**src/rtl/wave_pattern_gen_pkg.sv**
```systemverilog
// Shared types for the programmable waveform generator: FSM states, the
// config bundle and the "zero means one" duration helper.
package wave_pattern_pkg;

  localparam int CNT_W_DEF = 16;

  typedef enum logic [1:0] {WG_IDLE, WG_PHASE, WG_HIGH, WG_LOW} wg_state_t;

  typedef struct packed {
    logic [CNT_W_DEF-1:0] phase;
    logic [CNT_W_DEF-1:0] high;
    logic [CNT_W_DEF-1:0] low;
    logic [CNT_W_DEF-1:0] count;
  } wg_cfg_t;

  function automatic logic [CNT_W_DEF-1:0] at_least_one(input logic [CNT_W_DEF-1:0] v);
    return (v == '0) ? CNT_W_DEF'(1) : v;
  endfunction

endpackage

```
**src/rtl/wave_pattern_gen_down_counter.sv**
```systemverilog
// Loadable down-counter timing each FSM state; 'last' marks the final cycle
// of the current state (a load of 0 or 1 is a single-cycle state).
module wg_down_counter #(
  parameter int CNT_W = 16
) (
  input  logic             clk,
  input  logic             rst,
  input  logic             load,
  input  logic [CNT_W-1:0] load_val,
  input  logic             dec,
  output logic             last
);

  logic [CNT_W-1:0] cnt;

  always_ff @(posedge clk) begin
    if (rst) begin
      cnt <= '0;
    end else if (load) begin
      cnt <= load_val;
    end else if (dec && (cnt != '0)) begin
      cnt <= cnt - 1'b1;
    end
  end

  assign last = (cnt <= CNT_W'(1));

endmodule

```
**src/rtl/wave_pattern_gen.sv**
```systemverilog
// Programmable divided waveform with phase offset, edge strobes and a
// period counter; config arrives over a valid/ready handshake in IDLE.
module wave_pattern_gen
  import wave_pattern_pkg::*;
#(
  parameter int CNT_W = CNT_W_DEF
) (
  input  logic             clk,
  input  logic             rst,
  input  logic             cfg_valid,
  output logic             cfg_ready,
  input  logic [CNT_W-1:0] cfg_phase,
  input  logic [CNT_W-1:0] cfg_high,
  input  logic [CNT_W-1:0] cfg_low,
  input  logic [CNT_W-1:0] cfg_count,
  input  logic             start,
  input  logic             stop,
  output logic             wave_out,
  output logic             rise_pulse,
  output logic             fall_pulse,
  output logic             busy,
  output logic             done,
  output logic [CNT_W-1:0] period_cnt
);

  wg_state_t        state, state_n;
  wg_cfg_t          shadow, in_cfg, eff;
  logic             cap;
  logic             last;
  logic             cnt_load;
  logic [CNT_W-1:0] cnt_val;
  logic [CNT_W-1:0] pc_inc;
  logic             wave_d, rise_d, fall_d, done_d;

  assign in_cfg = '{phase: cfg_phase, high: cfg_high, low: cfg_low, count: cfg_count};
  assign cap    = cfg_valid && (state == WG_IDLE);
  // A capture in the same cycle as start must steer the run being launched.
  assign eff    = cap ? in_cfg : shadow;
  assign pc_inc = (period_cnt == '1) ? period_cnt : period_cnt + 1'b1;

  always_ff @(posedge clk) begin
    if (rst) begin
      shadow <= '{phase: '0, high: CNT_W_DEF'(1), low: CNT_W_DEF'(1), count: '0};
    end else if (cap) begin
      shadow <= in_cfg;
    end
  end

  always_ff @(posedge clk) begin
    if (rst) begin
      state <= WG_IDLE;
    end else begin
      state <= state_n;
    end
  end

  always_comb begin
    state_n = state;
    unique case (state)
      WG_IDLE: begin
        if (start && !stop) begin
          state_n = (eff.phase != '0) ? WG_PHASE : WG_HIGH;
        end
      end
      WG_PHASE: begin
        if (stop)      state_n = WG_IDLE;
        else if (last) state_n = WG_HIGH;
      end
      WG_HIGH: begin
        if (stop)      state_n = WG_IDLE;
        else if (last) state_n = WG_LOW;
      end
      WG_LOW: begin
        if (stop) begin
          state_n = WG_IDLE;
        end else if (last) begin
          state_n = ((eff.count != '0) && (pc_inc == eff.count)) ? WG_IDLE : WG_HIGH;
        end
      end
      default: state_n = WG_IDLE;
    endcase
  end

  always_comb begin
    cnt_load = (state_n != state) && (state_n != WG_IDLE);
    cnt_val  = '0;
    unique case (state_n)
      WG_PHASE: cnt_val = eff.phase;
      WG_HIGH:  cnt_val = at_least_one(eff.high);
      WG_LOW:   cnt_val = at_least_one(eff.low);
      default:  cnt_val = '0;
    endcase
  end

  wg_down_counter #(.CNT_W(CNT_W)) u_cnt (
    .clk      (clk),
    .rst      (rst),
    .load     (cnt_load),
    .load_val (cnt_val),
    .dec      (1'b1),
    .last     (last)
  );

  // Outputs are registered alongside the state they describe.
  always_comb begin
    wave_d = (state_n == WG_HIGH);
    rise_d = (state_n == WG_HIGH) && (state != WG_HIGH);
    fall_d = (state_n == WG_LOW) && (state == WG_HIGH);
    done_d = (state == WG_LOW) && (state_n == WG_IDLE) && !stop;
  end

  always_ff @(posedge clk) begin
    if (rst) begin
      wave_out   <= 1'b0;
      rise_pulse <= 1'b0;
      fall_pulse <= 1'b0;
      done       <= 1'b0;
    end else begin
      wave_out   <= wave_d;
      rise_pulse <= rise_d;
      fall_pulse <= fall_d;
      done       <= done_d;
    end
  end

  always_ff @(posedge clk) begin
    if (rst) begin
      period_cnt <= '0;
    end else if ((state == WG_IDLE) && (state_n != WG_IDLE)) begin
      period_cnt <= '0;
    end else if ((state == WG_LOW) && last && !stop) begin
      period_cnt <= pc_inc;
    end
  end

  assign cfg_ready = (state == WG_IDLE);
  assign busy      = (state != WG_IDLE);

endmodule

```
**config.mk**
```make
export PLATFORM = sky130hd
export DESIGN_NAME = wave_pattern_gen
export DESIGN_NICKNAME = d
export VERILOG_FILES = /design/src/rtl/wave_pattern_gen_pkg.sv /design/src/rtl/wave_pattern_gen_down_counter.sv /design/src/rtl/wave_pattern_gen.sv
export SDC_FILE = /design/constraint.sdc
export NUM_CORES = 1
export LEC_CHECK = 0
export ABC_AREA = 1
export BUFFER_PORTS_ARGS = -buffer_cell sky130_fd_sc_hd__buf_2
export CAP_MARGIN = 20
export CORE_MARGIN = 4
export CORE_UTILIZATION = 50
export CTS_BUF_LIST = sky130_fd_sc_hd__clkbuf_8 sky130_fd_sc_hd__clkbuf_16
export DETAILED_ROUTE_END_ITERATION = 6
export GPL_ROUTABILITY_DRIVEN = 1
export PLACE_DENSITY = 0.83
export SYNTH_ARGS = -nofsm -noshare
export SYNTH_HDL_FRONTEND = slang
export SYNTH_SLANG_ARGS = --single-unit
```
**constraint.sdc**
```tcl
create_clock -name clk -period 6.2 [get_ports clk]
set_input_delay 0.31 -clock clk [delete_from_list [all_inputs] [get_ports clk]]
set_output_delay 0.31 -clock clk [all_outputs]
set_load 0.05 [all_outputs]
```
==> run metrics, run 1 <==
Slew headroom=42.7%; DRT Pass-1 Iters=5; Hold Path Class=input pin to flop; Post-DRT Antenna Nets=0; fraction of layout cells with a size suffix above 1=13.8%; Fmax=0.234 GHz; number of synthesized register bits=102; Clk pwr share=30.1%; initial antenna violation count=0; core box area=11000 µm²; CTS Hold Bufs=0; DRT Wirelength=14800 µm; number of DRC markers in iteration 0=503; WS Path Type=flop to flop; internal power=0.00126 W; Sink Count=102; post-DR wirelength/cell=13.1 µm; fillers=1072; Die X=115 µm; Root Driver=clkbuf_16; most frequent cells in the layout=nand2_1, inv_1, nor2_1, dfxtp_1, buf_2; Vias=5856; syn_nets=991; Power Density=299 nW/µm²; fin crit period=4.26 ns; CTS tree=done; Final Setup Violations=0; largest net degree at the start of global routing=69; Post-Place Setup Slack=2.02 ns; Seq/Total Area, Yosys=35.6%; gr ovfl total=0; skew final=0.00992 ns; Synth-to-Final Area Change=13.5%; DIE HEIGHT=115 µm; post-cts sizing count=0; Reg clk slew, reported paths=0.08 ns; sum of negative setup slack=0 ns; Worst Path Required=6.50 ns; fraction of power spent switching nets=35.3%; sequential share of power=39.4%; Netlist cell types=34; postcts setup bufs=0; # DRC=0; count of final hold-check violations=0; effective utilization at floorplan=52.0%; Clk Latency, worst-skew pair=0.36 ns; first-pass GRT wire length=25000 µm; synthesized area per cell=6.24 µm²; Critical Path Sink Type=flop; Crit Path Max Fanout=54; final period utilization=68.8%; Die ar.=13200 µm²; cts bufs inserted=9; max_cap viols=0; htree depth=3; Clock Path Buffers=2; startpoint types=flop; nets=1060; most common cell after layout, fill and taps aside=nand2_1; Static Leak=3.20 nW; vias in the first global route=5244; total track usage=23.4%; IO buf count=90; reg2reg setup slack=1.94 ns; Worst IR Drop VDD=242 µV; final worst slack=1.94 ns; Comb pwr share=30.5%; synthesized area=5730 µm²; Slew Viols, Final=0; number of diodes=0; reported net switching power=0.000689 W; Row Count=38; detailed placement HPWL=11200 µm; status=finished clean; Worst-Margin Slew=0.856 ns; Syn Inst Count=919; Ys Warns=0; GP Congestion=0.944; WP data arrival=4.57 ns; vias per std cell=5.17; RSZ-0062 raised after global routing=no; I/O Pins=91
==> synthesized netlist by cell type, drive strengths merged <==
cell | instances | share of area (%)
nor2 | 134 | 8.9
o21bai | 2 | 0.33
nand3b | 2 | 0.26
xor2 | 12 | 1.8
o21ai | 53 | 4.6
xnor2 | 2 | 0.31
o211ai | 2 | 0.26
nand4 | 34 | 3.7
mux2i | 6 | 1.0
nand3 | 84 | 7.4
inv | 138 | 9.0
nor4 | 1 | 0.11
a21oi | 29 | 2.5
dfxtp | 102 | 36
ha | 3 | 0.65
buf | 19 | 2.2
a21o | 2 | 0.26
clkbuf | 17 | 1.1
nand2 | 247 | 17
o21a | 3 | 0.39
or2 | 13 | 1.4
o41ai | 3 | 0.46
and2 | 1 | 0.11
nor3 | 10 | 0.87
==> flip-flops by register name, indices dropped and copies added (netlist names) <==
| register | cells |
|---|---|
| done | 1 |
| fall_pulse | 1 |
| period_cnt | 16 |
| rise_pulse | 1 |
| shadow | 64 |
| state | 2 |
| u_cnt.cnt | 16 |
| wave_out | 1 |
==> kinds of logic (layout without fill, tap and decap cells) <==
group / count (synthesis) / count (layout) / share of synthesized area [%]
simple gates: 526 / 526 / 39.4
buf+inv: 174 / 248 / 12.3
compound gates: 94 / 94 / 8.86
xor+xnor: 14 / 14 / 2.14
fa+ha+maj: 3 / 3 / 0.655
flops: 102 / 102 / 35.6
mux: 6 / 6 / 1.05
==> per-layer routing <==
layer	GRT usage [%]	up-vias	share of wire, %
li1	-	3025	-
met1	33.6	2601	47
met2	34.6	205	43
met3	4.95	25	6.8
met4	8.22	0	2.5
met5	0	-	0
==> power by group through the flow <==
stage                     clock network (W)  logic, W  registers (W)
after detailed placement                  0  0.000578       0.000782
after global routing               0.000625  0.000679       0.000776
final                              0.000587  0.000594       0.000768
after global placement                    0  0.000572       0.000780
after floorplan                           0  0.000454       0.000773
after CTS                          0.000594  0.000587       0.000767
==> through the flow <==
step	util [%]	instance area (µm²)	hold slack, ns	power [W]	std cells
CTS	59.0	6510	0.218	0.00195	1133
global placement	56.2	6200	0.459	0.00135	1117
finish	59.0	6510	0.219	0.00195	1133
detailed placement	56.2	6200	0.471	0.00136	1117
global route	59.0	6510	0.215	0.00208	1133
floorplan	-	5730	0.387	0.00123	919
==> critical path, stage by stage, from the launching register on <==
cell	delay [ns]
dfxtp_1	0.37
nor2_2	0.59
nand2_2	0.70
buf_4	0.52
nand2_1	0.11
o21ai_0	0.15
nand4_1	0.17
nor2_1	0.06
nand3_1	0.09
a21o_1	0.37
inv_1	0.32
nor2_1	0.29
inv_1	0.10
o21ai_0	0.19
nor2_1	0.07
nor2_1	0.09
==> path summary, 6_finish.rpt <==
kind             endpoint  depth (start not counted)     startpoint
max          u_cnt.cnt[6]                         15       state[1]
min            shadow[59]                          3  cfg_phase[11]
max reg2reg  u_cnt.cnt[6]                         15       state[1]
min reg2reg    shadow[10]                          2     shadow[10]
==> cell type report <==
| cell class | instances | area, µm² | share of cell area, % |
|---|---|---|---|
| multi-input cells | 643 | 2990 | 45.9 |
| inverters | 138 | 518 | 7.96 |
| repair buffers | 94 | 480 | 7.38 |
| clock buffers | 10 | 239 | 3.67 |
| well taps | 140 | 175 | 2.69 |
| flip-flops and latches | 102 | 2040 | 31.4 |
| clock inverters | 6 | 68.8 | 1.06 |
(Power assumes the default switching activity.)
==> inputs of run 2 (changes only) <==
==> constraint.sdc (replaced) <==
create_clock -name clk -period 4 [get_ports clk]
set_input_delay 0.2 -clock clk [delete_from_list [all_inputs] [get_ports clk]]
set_output_delay 0.2 -clock clk [all_outputs]
set_load 0.05 [all_outputs]
==> run metrics, run 2 (synthesized netlist as in run 1, its figures left out) <==
number of DRC markers in iteration 0=607 (+21%); Clk pwr share=30.3% (+0.2 points); startpoint types=flop; vias in the first global route=5130 (-2.2%); status=finished clean; total track usage=23.1% (-0.34 points); Crit Path Max Fanout=20 (-63%); DRT Pass-1 Iters=5 (unchanged); Clk Latency, worst-skew pair=0.35 ns (about the same); DRT Wirelength=15100 µm (+1.8%); Sink Count=102 (unchanged); effective utilization at floorplan=52.0% (unchanged); post-cts sizing count=0 (unchanged); Critical Path End=u_cnt.cnt[5]; Crit path max-delay family=simple AND/OR/NAND/NOR gates; detailed placement HPWL=11300 µm (+1.0%); r2r startpoint=period_cnt[0]; total power=0.00304 W (+56%); skew final=0.00814 ns (-0.00178 ns); Fmax=0.278 GHz (+18%); sequential share of power=39.1% (-0.3 points); internal power=0.00196 W (+56%); core box area=11000 µm² (unchanged); reported net switching power=0.00107 W (+56%); number of diodes=0 (unchanged); Critical Path Sink Type=flop; fraction of power spent switching nets=35.3% (-0.049 points); fraction of layout cells with a size suffix above 1=14.2% (+0.36 points); fillers=1054 (-1.7%); sum of negative setup slack=0 ns (unchanged); final period utilization=90.0% (+21 points); Hold Path Class=input pin to flop; postcts setup bufs=0 (unchanged); max_cap viols=0 (unchanged); Clock Path Buffers=2 (unchanged); Worst-Margin Slew=0.772 ns (-0.0845 ns); vias per std cell=5.16 (about the same); most common cell after layout, fill and taps aside=nand2_1; critical path, cell by cell=ha_1, inv_1, nor2_2, nand2_1, nor2_2, inv_2, o21ai_1, xor2_1, nor2_1, nand3_1, o21bai_2, nand2_2, nand2_2, nand2_4, or2_2, nand2_1, nor2_1; reg2reg setup slack=0.40 ns (-1.54 ns); gr ovfl total=0 (unchanged); Worst IR Drop VDD=402 µV (+66%); Row Count=38 (unchanged); # DRC=0 (unchanged); worst r2r path cells=17 (+2); Die ar.=13200 µm² (unchanged); WS Path Type=flop to flop; Die X=115 µm (unchanged); Comb pwr share=30.5% (about the same); fin util=59.3% (+0.32 points); register with the most flip-flops=shadow; Setup crit start=period_cnt[0]; Slew headroom=48.2% (+5.5 points); Largest stage delay, worst path=0.45 ns (-0.25 ns); Reg clk slew, reported paths=0.07 ns (about the same); htree depth=3 (unchanged); Crit-path slowest cell=dfxtp_1; Worst Path Required=4.25 ns (-2.25 ns); Root Driver=clkbuf_16; count of final hold-check violations=0 (unchanged); CTS Hold Bufs=0 (unchanged); Post-DRT Antenna Nets=0 (unchanged); CTS tree=done; nets=1063 (+0.28%); Hold WS=0.118 ns (-0.101 ns); GP Congestion=0.965 (+2.3%); Static Leak=3.22 nW (+0.62%); DIE HEIGHT=115 µm (unchanged); Crit path buffers/inverters=2 (-1); first-pass GRT wire length=24600 µm (-1.8%); Power Density=464 nW/µm² (+55%); initial antenna violation count=0 (unchanged); R2R Path End=u_cnt.cnt[5]; RSZ-0062 raised after global routing=no; largest net degree at the start of global routing=68 (-1.4%); IO buf count=90 (unchanged); biggest regs=shadow: 64 flops, period_cnt: 16 flops, u_cnt.cnt: 16 flops; post-DR wirelength/cell=13.3 µm (+1.5%); CP Depth=17 (+2); I/O Pins=91 (unchanged); fin crit period=3.60 ns (-0.664 ns); cts bufs inserted=9 (unchanged); Vias=5866 (+0.17%); Synth-to-Final Area Change=14.1%; Final Setup Violations=0 (unchanged); Slew Viols, Final=0 (unchanged); max reg flops=64 (unchanged); most frequent cells in the layout=nand2_1, inv_1, nor2_1, dfxtp_1, buf_2; WP data arrival=3.85 ns (-0.72 ns)
[run 2: cell types whose count changed in the layout (fill, tap and decap cells not counted), sizes merged]
cell	change
buf	+3
clkinvlp	-1
clkinv	+1
[run 2: per-stage QoR]
step | area, µm² | instances | worst slack [ns]
4_1_cts | 6540 | 1136 | 0.497
5_1_grt | 6540 | 1136 | 0.107
6_report | 6540 | 1136 | 0.400
3_5_place_dp | 6230 | 1120 | 0.530
3_3_place_gp | 6220 | 1119 | 0.612
2_1_floorplan | 5730 | 919 | 0.934
[run 2: power groups by stage]
stage | clock network [W] | registers (W) | logic [W]
5_1_grt | 0.000979 | 0.00120 | 0.00105
4_1_cts | 0.000932 | 0.00119 | 0.000912
3_5_place_dp | 0 | 0.00121 | 0.000900
3_3_place_gp | 0 | 0.00121 | 0.000886
2_1_floorplan | 0 | 0.00120 | 0.000704
6_report | 0.000921 | 0.00119 | 0.000926
[run 2: how the worst min path moves through the flow]
stage / start / end / slack [ns] / depth (start not counted)
after global placement: shadow[10] / shadow[10] / 0.46 / 2
after CTS: cfg_phase[13] / shadow[61] / 0.12 / 3
after global routing: cfg_phase[11] / shadow[59] / 0.14 / 3
final: cfg_phase[11] / shadow[59] / 0.12 / 3
after detailed placement: shadow[2] / shadow[2] / 0.47 / 2
after floorplan: stop / done / 0.28 / 1
[run 2: tightest hold or removal path, delay by kind of cell]
kind	cells	cell delay [ns]
AOI/OAI and AO/OA	1	0.08
buffers and inverters	1	0.08
and+or+nand+nor	1	0.08
[run 2: metal layers]
| metal | vias up | part of all wire (%) | GRT usage (%) |
|---|---|---|---|
| met5 | - | 0 | 0 |
| met4 | 0 | 2.9 | 7.98 |
| met3 | 37 | 7.4 | 5.68 |
| met2 | 223 | 43 | 34.2 |
| met1 | 2574 | 47 | 32.7 |
| li1 | 3032 | - | - |
[run 2: cell type report]
type | count | area [µm²] | area share (%)
well taps | 140 | 175 | 2.68
inverters | 138 | 518 | 7.92
clock inverters | 6 | 77.6 | 1.19
flip-flops and latches | 102 | 2040 | 31.2
repair buffers | 97 | 507 | 7.74
clock buffers | 10 | 239 | 3.65
multi-input cells | 643 | 2990 | 45.6
